<file path="src/rtl/btb_pkg.sv">
// Shared types for the BTB update controller: counter encoding, control states
// and the queued resolution record.
package btb_pkg;

  localparam int unsigned BTB_IDX_W = 6;
  localparam int unsigned TAG_W     = 32 - BTB_IDX_W;

  typedef enum logic [1:0] {
    SNT = 2'b00,
    WNT = 2'b01,
    WT  = 2'b10,
    ST  = 2'b11
  } e_state;

  typedef enum logic {
    S_INIT,
    S_RUN
  } ctrl_state_e;

  typedef struct packed {
    logic [31:0] pc;
    logic [31:0] target;
    logic        taken;
  } upd_entry_t;

  function automatic e_state sat_update(input e_state s, input logic taken);
    if (taken) return (s == ST)  ? ST  : e_state'(s + 2'd1);
    else       return (s == SNT) ? SNT : e_state'(s - 2'd1);
  endfunction

endpackage

</file>
<file path="src/rtl/btb_upd_fifo.sv">
// Synchronous FIFO of pending BTB updates; head is presented combinationally.
module btb_upd_fifo
  import btb_pkg::*;
#(
  parameter int unsigned DEPTH = 4
) (
  input  logic       clk,
  input  logic       rst_n,
  input  logic       flush_i,
  input  logic       push_i,
  input  upd_entry_t din_i,
  input  logic       pop_i,
  output upd_entry_t head_o,
  output logic       full_o,
  output logic       empty_o
);

  localparam int unsigned AW = $clog2(DEPTH);

  upd_entry_t  mem_q [DEPTH];
  logic [AW:0] wr_ptr_q;
  logic [AW:0] rd_ptr_q;

  assign empty_o = (wr_ptr_q == rd_ptr_q);
  assign full_o  = (wr_ptr_q[AW] != rd_ptr_q[AW]) &&
                   (wr_ptr_q[AW-1:0] == rd_ptr_q[AW-1:0]);
  assign head_o  = mem_q[rd_ptr_q[AW-1:0]];

  always_ff @(posedge clk or negedge rst_n) begin
    if (!rst_n) begin
      wr_ptr_q <= '0;
      rd_ptr_q <= '0;
    end else if (flush_i) begin
      wr_ptr_q <= '0;
      rd_ptr_q <= '0;
    end else begin
      if (push_i && !full_o) wr_ptr_q <= wr_ptr_q + 1'b1;
      if (pop_i && !empty_o) rd_ptr_q <= rd_ptr_q + 1'b1;
    end
  end

  always_ff @(posedge clk) begin
    if (push_i && !full_o && !flush_i) mem_q[wr_ptr_q[AW-1:0]] <= din_i;
  end

endmodule

</file>
<file path="src/rtl/btb_update_ctrl.sv">
// BTB/predictor update sequencer: flags mispredictions, queues resolutions and
// drains them as read-modify-writes to the BTB, with an init sweep after reset/clear.
module btb_update_ctrl
  import btb_pkg::*;
#(
  parameter int unsigned IDX_W = BTB_IDX_W,
  parameter int unsigned DEPTH = 4
) (
  input  logic              clk,
  input  logic              rst_n,
  input  logic              btb_clear,
  input  logic              res_valid,
  output logic              res_ready,
  input  logic              res_is_branch,
  input  logic [31:0]       res_pc,
  input  logic [31:0]       res_target,
  input  logic              res_taken,
  input  logic              res_pred_hit,
  input  logic [1:0]        res_pred_state,
  input  logic [31:0]       res_pred_target,
  output logic              flush_F,
  output logic [31:0]       redirect_pc,
  output logic [IDX_W-1:0]  btb_rd_idx,
  input  logic              btb_rd_valid,
  input  logic [31-IDX_W:0] btb_rd_tag,
  input  logic [1:0]        btb_rd_state,
  output logic              btb_we,
  output logic [IDX_W-1:0]  btb_wr_idx,
  output logic              btb_wr_valid,
  output logic [31-IDX_W:0] btb_wr_tag,
  output logic [1:0]        btb_wr_state,
  output logic [31:0]       btb_wr_target,
  output logic              init_busy,
  output logic [31:0]       br_count,
  output logic [31:0]       mispred_count
);

  localparam int unsigned TW = 32 - IDX_W;

  ctrl_state_e      state_q, state_d;
  logic [IDX_W:0]   sweep_q, sweep_d;
  logic             we_q, we_d;
  logic [IDX_W-1:0] wr_idx_q, wr_idx_d;
  logic             wr_valid_q, wr_valid_d;
  logic [TW-1:0]    wr_tag_q, wr_tag_d;
  e_state           wr_state_q, wr_state_d;
  logic [31:0]      wr_target_q, wr_target_d;
  logic             flush_q, flush_d;
  logic [31:0]      redirect_q, redirect_d;
  logic [31:0]      br_cnt_q, br_cnt_d;
  logic [31:0]      mis_cnt_q, mis_cnt_d;

  upd_entry_t    head, din;
  logic          fifo_full, fifo_empty, push, pop;
  logic          pred_taken, mispred, fwd, eff_valid, hit;
  logic [TW-1:0] head_tag, eff_tag;
  e_state        eff_state;

  assign res_ready  = (state_q == S_RUN) && !fifo_full && !btb_clear;
  assign push       = res_valid && res_ready && res_is_branch;
  assign pop        = (state_q == S_RUN) && !fifo_empty && !btb_clear;
  assign din        = '{pc: res_pc, target: res_target, taken: res_taken};

  btb_upd_fifo #(.DEPTH(DEPTH)) u_fifo (
    .clk     (clk),
    .rst_n   (rst_n),
    .flush_i (btb_clear),
    .push_i  (push),
    .din_i   (din),
    .pop_i   (pop),
    .head_o  (head),
    .full_o  (fifo_full),
    .empty_o (fifo_empty)
  );

  assign pred_taken = res_pred_hit && res_pred_state[1];
  assign mispred    = (res_taken != pred_taken) ||
                      (res_taken && pred_taken && (res_pred_target != res_target));

  assign btb_rd_idx = head.pc[IDX_W-1:0];
  assign head_tag   = head.pc[31:IDX_W];
  // A write still sitting on the port has not reached the array yet; use it.
  assign fwd        = we_q && (wr_idx_q == btb_rd_idx);
  assign eff_valid  = fwd ? wr_valid_q : btb_rd_valid;
  assign eff_tag    = fwd ? wr_tag_q   : btb_rd_tag;
  assign eff_state  = fwd ? wr_state_q : e_state'(btb_rd_state);
  assign hit        = eff_valid && (eff_tag == head_tag);

  always_comb begin
    state_d     = state_q;
    sweep_d     = sweep_q;
    we_d        = 1'b0;
    wr_idx_d    = wr_idx_q;
    wr_valid_d  = wr_valid_q;
    wr_tag_d    = wr_tag_q;
    wr_state_d  = wr_state_q;
    wr_target_d = wr_target_q;
    flush_d     = push && mispred;
    redirect_d  = (push && mispred) ? (res_taken ? res_target : res_pc + 32'd4) : redirect_q;
    br_cnt_d    = br_cnt_q + 32'(push);
    mis_cnt_d   = mis_cnt_q + 32'(push && mispred);

    if (btb_clear) begin
      state_d = S_INIT;
      sweep_d = '0;
    end else begin
      unique case (state_q)
        S_INIT: begin
          // MSB of the sweep counter marks the whole array as written.
          if (sweep_q[IDX_W]) begin
            state_d = S_RUN;
          end else begin
            we_d        = 1'b1;
            wr_idx_d    = sweep_q[IDX_W-1:0];
            wr_valid_d  = 1'b0;
            wr_tag_d    = '0;
            wr_state_d  = WNT;
            wr_target_d = '0;
            sweep_d     = sweep_q + 1'b1;
          end
        end
        S_RUN: begin
          if (pop && (hit || head.taken)) begin
            we_d       = 1'b1;
            wr_idx_d   = btb_rd_idx;
            wr_valid_d = 1'b1;
            wr_tag_d   = head_tag;
            if (hit) begin
              wr_state_d  = sat_update(eff_state, head.taken);
              // Array target is not readable; a tag hit implies the same PC and target.
              wr_target_d = (head.taken || !fwd) ? head.target : wr_target_q;
            end else begin
              wr_state_d  = (head.target < head.pc) ? ST : WT;
              wr_target_d = head.target;
            end
          end
        end
        default: state_d = S_INIT;
      endcase
    end
  end

  always_ff @(posedge clk or negedge rst_n) begin
    if (!rst_n) begin
      state_q     <= S_INIT;
      sweep_q     <= '0;
      we_q        <= 1'b0;
      wr_idx_q    <= '0;
      wr_valid_q  <= 1'b0;
      wr_tag_q    <= '0;
      wr_state_q  <= SNT;
      wr_target_q <= '0;
      flush_q     <= 1'b0;
      redirect_q  <= '0;
      br_cnt_q    <= '0;
      mis_cnt_q   <= '0;
    end else begin
      state_q     <= state_d;
      sweep_q     <= sweep_d;
      we_q        <= we_d;
      wr_idx_q    <= wr_idx_d;
      wr_valid_q  <= wr_valid_d;
      wr_tag_q    <= wr_tag_d;
      wr_state_q  <= wr_state_d;
      wr_target_q <= wr_target_d;
      flush_q     <= flush_d;
      redirect_q  <= redirect_d;
      br_cnt_q    <= br_cnt_d;
      mis_cnt_q   <= mis_cnt_d;
    end
  end

  assign flush_F       = flush_q;
  assign redirect_pc   = redirect_q;
  assign btb_we        = we_q;
  assign btb_wr_idx    = wr_idx_q;
  assign btb_wr_valid  = wr_valid_q;
  assign btb_wr_tag    = wr_tag_q;
  assign btb_wr_state  = wr_state_q;
  assign btb_wr_target = wr_target_q;
  assign init_busy     = (state_q == S_INIT);
  assign br_count      = br_cnt_q;
  assign mispred_count = mis_cnt_q;

endmodule

</file>
<file path="config.mk">
export PLATFORM = sky130hd
export DESIGN_NAME = btb_update_ctrl
export DESIGN_NICKNAME = d
export VERILOG_FILES = /design/src/rtl/btb_pkg.sv /design/src/rtl/btb_upd_fifo.sv /design/src/rtl/btb_update_ctrl.sv
export SDC_FILE = /design/constraint.sdc
export NUM_CORES = 1
export LEC_CHECK = 0
export CORE_UTILIZATION = 35
export CTS_BUF_LIST = sky130_fd_sc_hd__clkbuf_8
export CTS_CLUSTER_DIAMETER = 200
export CTS_CLUSTER_SIZE = 8
export DETAILED_ROUTE_END_ITERATION = 16
export PLACE_DENSITY = 0.63
export SLEW_MARGIN = 30
export SYNTH_ARGS = -nofsm -noshare
export SYNTH_HDL_FRONTEND = slang
export SYNTH_SLANG_ARGS = --single-unit
</file>
<file path="constraint.sdc">
create_clock -name clk -period 5.6 [get_ports clk]
set_clock_uncertainty 0.15 [all_clocks]
set_input_delay 1.4 -clock clk [delete_from_list [all_inputs] [get_ports clk]]
set_output_delay 1.4 -clock clk [all_outputs]
set_load 0.005 [all_outputs]
</file>
After elaboration in Yosys (flattened, before gate mapping)
Memories as Yosys holds them, arrays and structs flattened.
Cells that the tools add are included.
- register bits: 179
- RAM bits: 260
- input bits: 134
- output and inout bits: 173
- word-level logic and storage cells: 112
- memories: 1
- memory list (name ; words ; bits a word ; rd ports ; clocked after Yosys merged registers in ; write ports ; RTL line ; RTL):
    u_fifo.mem_q ; 4 ; 65 ; 1 ; 0 ; 1 ; btb_upd_fifo.sv:20 ; upd_entry_t mem_q [DEPTH];
- add/subtract/negate cells: 8
- order comparisons: 1
- equality and inequality tests: 13
- muxes and demuxes: 42
- bitwise gates (word level): 2
- reductions and logical operators: 30
- operators by type and width (kind ; count):
    32-bit two-way mux ; 5
    26-bit two-way mux ; 3
    32-bit by 1-bit adder with 32-bit output ; 2
    32-bit case mux with 2 select lines ; 1
    26-bit case mux with 2 select lines ; 1
    32-bit by 3-bit adder with 32-bit output (second input constant) ; 1
    32-bit < comparator ; 1
    32-bit != test ; 1
    26-bit equality test ; 1
    7-bit two-way mux ; 3
    1-bit logical AND ; 17
    2-bit two-way mux ; 7
    1-bit two-way mux ; 12
    3-bit two-way mux ; 4
    6-bit two-way mux ; 2
    6-bit case mux with 2 select lines ; 1
    7-bit by 1-bit adder with 7-bit output (second input constant) ; 1
    3-bit by 1-bit adder with 3-bit output (second input constant) ; 2
    6-bit equality test ; 1
    2-bit != test (second input constant) ; 3
    1-bit logical NOT ; 4
    1-bit case mux with 2 select lines ; 2
    2-bit case mux with 2 select lines ; 1
    4-bit AND reduction ; 1
    other kinds (14) ; 19

Logic depth before layout (Yosys ltp)
- depth in word-level cells: 11
- mapped depth: 22
- gate-level depth less buffers: 15

By module
Synthesis repeated with hierarchy kept, for this count alone.
- cells, all modules: 1374
- area, all modules: 19567.5 µm²
- modules (own cells, without submodules) (module ; instances ; cells an instance ; area an instance (µm²) ; sequential area each (µm²)):
    btb_upd_fifo ; 1 ; 404 ; 9903.2 ; 7957.6
    btb_update_ctrl ; 1 ; 970 ; 9664.3 ; 4329.2

Least setup slack after synthesis
OpenSTA, ideal clock, no wires.
- path kind: input to register
- start: in btb_clear
- end: reg mis_cnt_q[31] (netlist: mispred_count[31])
- library setup time: 0.123 ns
- arrival: 4.252 ns
- required time: 5.327 ns
- slack: 1.076 ns
- stages: 16
- buffers on the path: 2
- cells stage by stage: nand2b_1 -> a21oi_1 -> and3_1 -> clkbuf_1 -> o21ai_0 -> clkbuf_1 -> inv_1 -> ha_1 -> nand4_1 -> or2_2 -> nor2_1 -> and4_1 -> inv_1 -> nor2_1 -> nand4_1 -> xnor2_1
- cells in the longest elaborated chain, start to end: 6
- ends and longest elaborated chain (what ; RTL line ; RTL):
    from (decl) ; btb_update_ctrl.sv:11 ; input logic btb_clear,
    1-bit logical NOT ; btb_update_ctrl.sv:59 ; assign res_ready = (state_q == S_RUN) && !fifo_full && !btb_clear;
    1-bit logical AND ; btb_update_ctrl.sv:59 ;
    named net res_ready ; btb_update_ctrl.sv:13 ; output logic res_ready,
    1-bit logical AND (2 in series) ; btb_update_ctrl.sv:60 ; assign push = res_valid && res_ready && res_is_branch;
    1-bit logical AND ; - ;
    named net flush_d ; btb_update_ctrl.sv:48 ; logic flush_q, flush_d;
    32-bit by 1-bit adder with 32-bit output ; btb_update_ctrl.sv:101 ; mis_cnt_d = mis_cnt_q + 32'(push && mispred);
    named net mis_cnt_d[31] ; btb_update_ctrl.sv:51 ; logic [31:0] mis_cnt_q, mis_cnt_d;
    to (signal assigned) ; btb_update_ctrl.sv:169 ; mis_cnt_q <= mis_cnt_d;
    to (decl) ; btb_update_ctrl.sv:51 ;
The timed path passes the listed nets, and every way through them passes these cells.
A chain may end at the register's enable or synchronous reset.

Worst setup path in the final report
- start: in res_target[0]
- end: reg mis_cnt_q[30] (netlist: mispred_count[30])
- cells in the longest elaborated chain, start to end: 5
- ends and longest elaborated chain (what ; RTL line ; RTL):
    from (decl) ; btb_update_ctrl.sv:16 ; input logic [31:0] res_target,
    32-bit != test ; btb_update_ctrl.sv:78 ; (res_taken && pred_taken && (res_pred_target != res_target));
    1-bit logical AND ; btb_update_ctrl.sv:78 ;
    1-bit logical OR ; btb_update_ctrl.sv:77 ; assign mispred = (res_taken != pred_taken) ||
    1-bit logical AND ; - ;
    named net flush_d ; btb_update_ctrl.sv:48 ;
    32-bit by 1-bit adder with 32-bit output ; btb_update_ctrl.sv:101 ;
    named net mis_cnt_d[30] ; btb_update_ctrl.sv:51 ;
The timed path passes the listed nets, and every way through them passes these cells.

==> out/metrics.csv <==
stage,metric,value,unit
detailed_routing,drtIter0Drc,946,
logic_synthesis,avgSynthCellArea,14.1,sq um
floorplan,start_util,0.354,
grt,grt_max_degree,105,
logic_synthesis,synth-xor-area-share,0.0724,
detailed_routing,wire_per_inst,22.5,um
logic_synthesis,synth_area_leader_cell,edfxtp_1,
logic_synthesis,muxShareOfSynthArea,0.0895,
clocking,clock_tree.buffer_depth,3,
critical_path,arrival,5100,ps
layout,layout-drive-gt1-share,0.142,
timing,slew_viol_final,0,
floorplan,fp.dieArea,58000,sq um
floorplan,num_rows,87,
detailed_routing,vias_per_cell,5.19,
hold_path,min_path_type,register to register,
timing,setup_tns,0,ps
logic_synthesis,synth_area_leaders,"edfxtp_1 39%, dfrtp_1 22%, mux4_2 7.2%",
floorplan,io_pins,307,
floorplan,coreArea,56400,sq um
critical_path,cpMaxStageDelayCell,clkdlybuf4s50_1,
logic_synthesis,netlist.area_leader.share,0.391,
timing,postLayoutSetupSlackWorst,869,ps
logic_synthesis,synth_fa_ha_area_frac,0.0275,
clocking,cts_hold_buffers,0,
critical_path,critPathKind,input port to register,
clocking,cts_tree,yes,
clocking,cts_sinks,439,
timing,period_share,0.845,
timing,finalSetupViolations,0,
timing,grt_setup_unrepaired,no,
critical_path,cp_max_fo,6,
logic_synthesis,synth-simple-area-share,0.0990,
grt,grt_overflow_total,0,
place,place_area,23900,sq um
clocking,cts_setup_buffers,0,
clocking,path_clk_slew,60,ps
logic_synthesis,async_flop_share,0.408,
clocking,cts.repair.resized,0,
logic_synthesis,synth_top_family_by_area,simple AND/OR/NAND/NOR gates,
grt,antenna_found_initial,6,
power,leakage,9.45,nW
power,power_density,241,nW/um^2
layout,syn2layout_area_growth,25.4,%
critical_path,end_kind,register,
critical_path,worst_path_largest_cell_delay,550,ps
flow_run,drv_cap,0,
layout,postLayoutCellArea,25000,sq um
timing,fmax,211,MHz
clocking,clkLatencyLatePin,680,ps
place,gp_congestion,0.868,
detailed_routing,first_pass_iters,5,
timing,min_period,4730,ps
logic_synthesis,postSynthCellCount,1415,
logic_synthesis,seq_area_frac_synth,0.616,
logic_synthesis,synth_ff_type,edfxtp_1,
logic_synthesis,synth_compound_area_frac,0.0701,
logic_synthesis,synth_cell_types,55,
floorplan,dieWidth,241,um
logic_synthesis,synth-edff-count,260,
layout,num-nets-final,1928,
logic_synthesis,synthTopCellsByCount,"260 x edfxtp_1, 179 x dfrtp_1, 117 x nand2_1",
place,io_buffers,305,
detailed_routing,vias,13300,
critical_path,cp.required,5970,ps
logic_synthesis,syn_area,20000,sq um
logic_synthesis,syn-num-nets,1592,
detailed_routing,wirelength,57500,um
logic_synthesis,ys_ff_latch,439,
power,peakVddDrop,0.170,mV
timing,hold_viol,0,
critical_path,reg2reg_slack,930,ps
detailed_routing,postRouteAntennaNets,0,
grt,globalRouteTotalUtil,0.199,
grt,grt_pass1_wl,84300,um
run_status,status,"complete, no violations",
logic_synthesis,yosysMostFrequentCell,edfxtp_1,
critical_path,worst_setup_path_start_kind,input port,
clocking,cts_buffers,60,
timing,worst_pin_slew,943,ps
detailed_routing,drc,0,
place,place_hpwl,41000,um
clocking,h-tree-depth,2,
floorplan,dieHeight,241,um
place,preCtsSetupSlack,256,ps
critical_path,cp_cell_sequence,clkdlybuf4s50_1 > xnor2_1 > buf_4 > nand4_1 > nor4_1 > a21boi_0 > o21ai_4 > inv_1 > ha_1 > ha_1 > nand3_1 > nor3_1 > and4_1 > nor2b_1 > nand3_1 > xnor2_1,
timing,relSlewSlack,0.371,
grt,grt_pass1_vias,13500,
clocking,root_buffer,clkbuf_8,
logic_synthesis,yosysWarnings,0,
==> final cells by class <==
class | count | area, sq um
diodes | 4 | 10.0
clock buffers | 60 | 826
clock inverters | 50 | 218
fillers | 5187 | 31400
inverters | 44 | 165
multi-input cells | 870 | 7180
flip-flops and latches | 439 | 12300
well taps | 756 | 946
repair buffers | 336 | 3380
==> routing by layer <==
layer | vias up | routed length (um) | track usage
met1 | 6702 | 23600 | 0.258
met4 | 2 | 2100 | 0.0829
met3 | 106 | 4360 | 0.0439
met2 | 514 | 27500 | 0.320
met5 | - | 12 | 0
li1 | 5956 | - | -
==> kinds of logic (layout without fill, tap and decap cells) <==
family / after synthesis / count (layout)
flip-flops: 439 / 439
multiplexers: 96 / 96
XOR/XNOR: 165 / 165
buffers and inverters: 106 / 490
adder cells (fa/ha/maj): 44 / 44
AND/OR/NAND/NOR: 377 / 377
AO/OA/AOI/OAI: 188 / 188
other: 0 / 4
==> placed cells by master, fill, tap and decap left out, types with 18 or more instances in the layout <==
master | netlist | routed
a21oi_1 | 45 | 45
a22o_1 | 27 | 27
buf_4 | 5 | 23
clkbuf_8 | 0 | 60
clkdlybuf4s50_1 | 0 | 303
dfrtp_1 | 179 | 176
edfxtp_1 | 260 | 260
ha_1 | 43 | 43
inv_1 | 43 | 90
mux2_2 | 18 | 18
mux4_2 | 64 | 64
nand2_1 | 117 | 117
nand3_1 | 69 | 69
nand3_2 | 28 | 28
nand4_1 | 41 | 41
nor2_1 | 54 | 52
o211ai_2 | 32 | 32
o21ai_0 | 45 | 44
xnor2_1 | 112 | 112
xor2_1 | 53 | 53
==> per-stage QoR <==
stage | total power, W | util | cells | hold WS (ps)
finish | 0.00602 | 0.444 | 2559 | 323
global route | 0.00625 | 0.444 | 2558 | 354
CTS | 0.00611 | 0.443 | 2554 | 333
detailed placement | 0.00388 | 0.424 | 2444 | 324
global placement | 0.00387 | 0.424 | 2444 | 312
floorplan | 0.00362 | - | 1415 | 318
==> where the power goes <==
group	leakage (nW)	switching [W]	internal, W	total (W)
sequential	4.81	0.0000137	0.00345	0.00346
combinational	3.94	0.000185	0.000168	0.000353
clock	0.700	0.00121	0.000999	0.00221
total	9.45	0.00141	0.00462	0.00602
==> critical path: cells and delay by family <==
kind                     cells  cell delay, ps
AO/OA/AOI/OAI                2             430
XOR/XNOR                     2             350
adder cells (fa/ha/maj)      2             490
buffers and inverters        3             810
AND/OR/NAND/NOR              7            1610
==> sequential cells by signal (all words and copies together) (netlist names), 2 cells and up <==
name	cells
u_fifo.mem_q	260
u_fifo.rd_ptr_q	3
btb_wr_tag	26
u_fifo.wr_ptr_q	3
sweep_q	7
br_count	32
btb_wr_target	32
mispred_count	32
redirect_pc	32
btb_wr_state	2
btb_wr_idx	6
==> final timing paths <==
check	startpoint	to	depth (start not counted)
min	mispred_count[31]	mispred_count[31]	1
max	res_target[0]	mispred_count[30]	16
min reg2reg	mispred_count[31]	mispred_count[31]	1
min in group asynchronous	rst_n	btb_wr_target[25]	1
max reg2reg	u_fifo.rd_ptr_q[1]	mispred_count[30]	16
max in group asynchronous	rst_n	redirect_pc[9]	2
(Power assumes the default switching activity.)
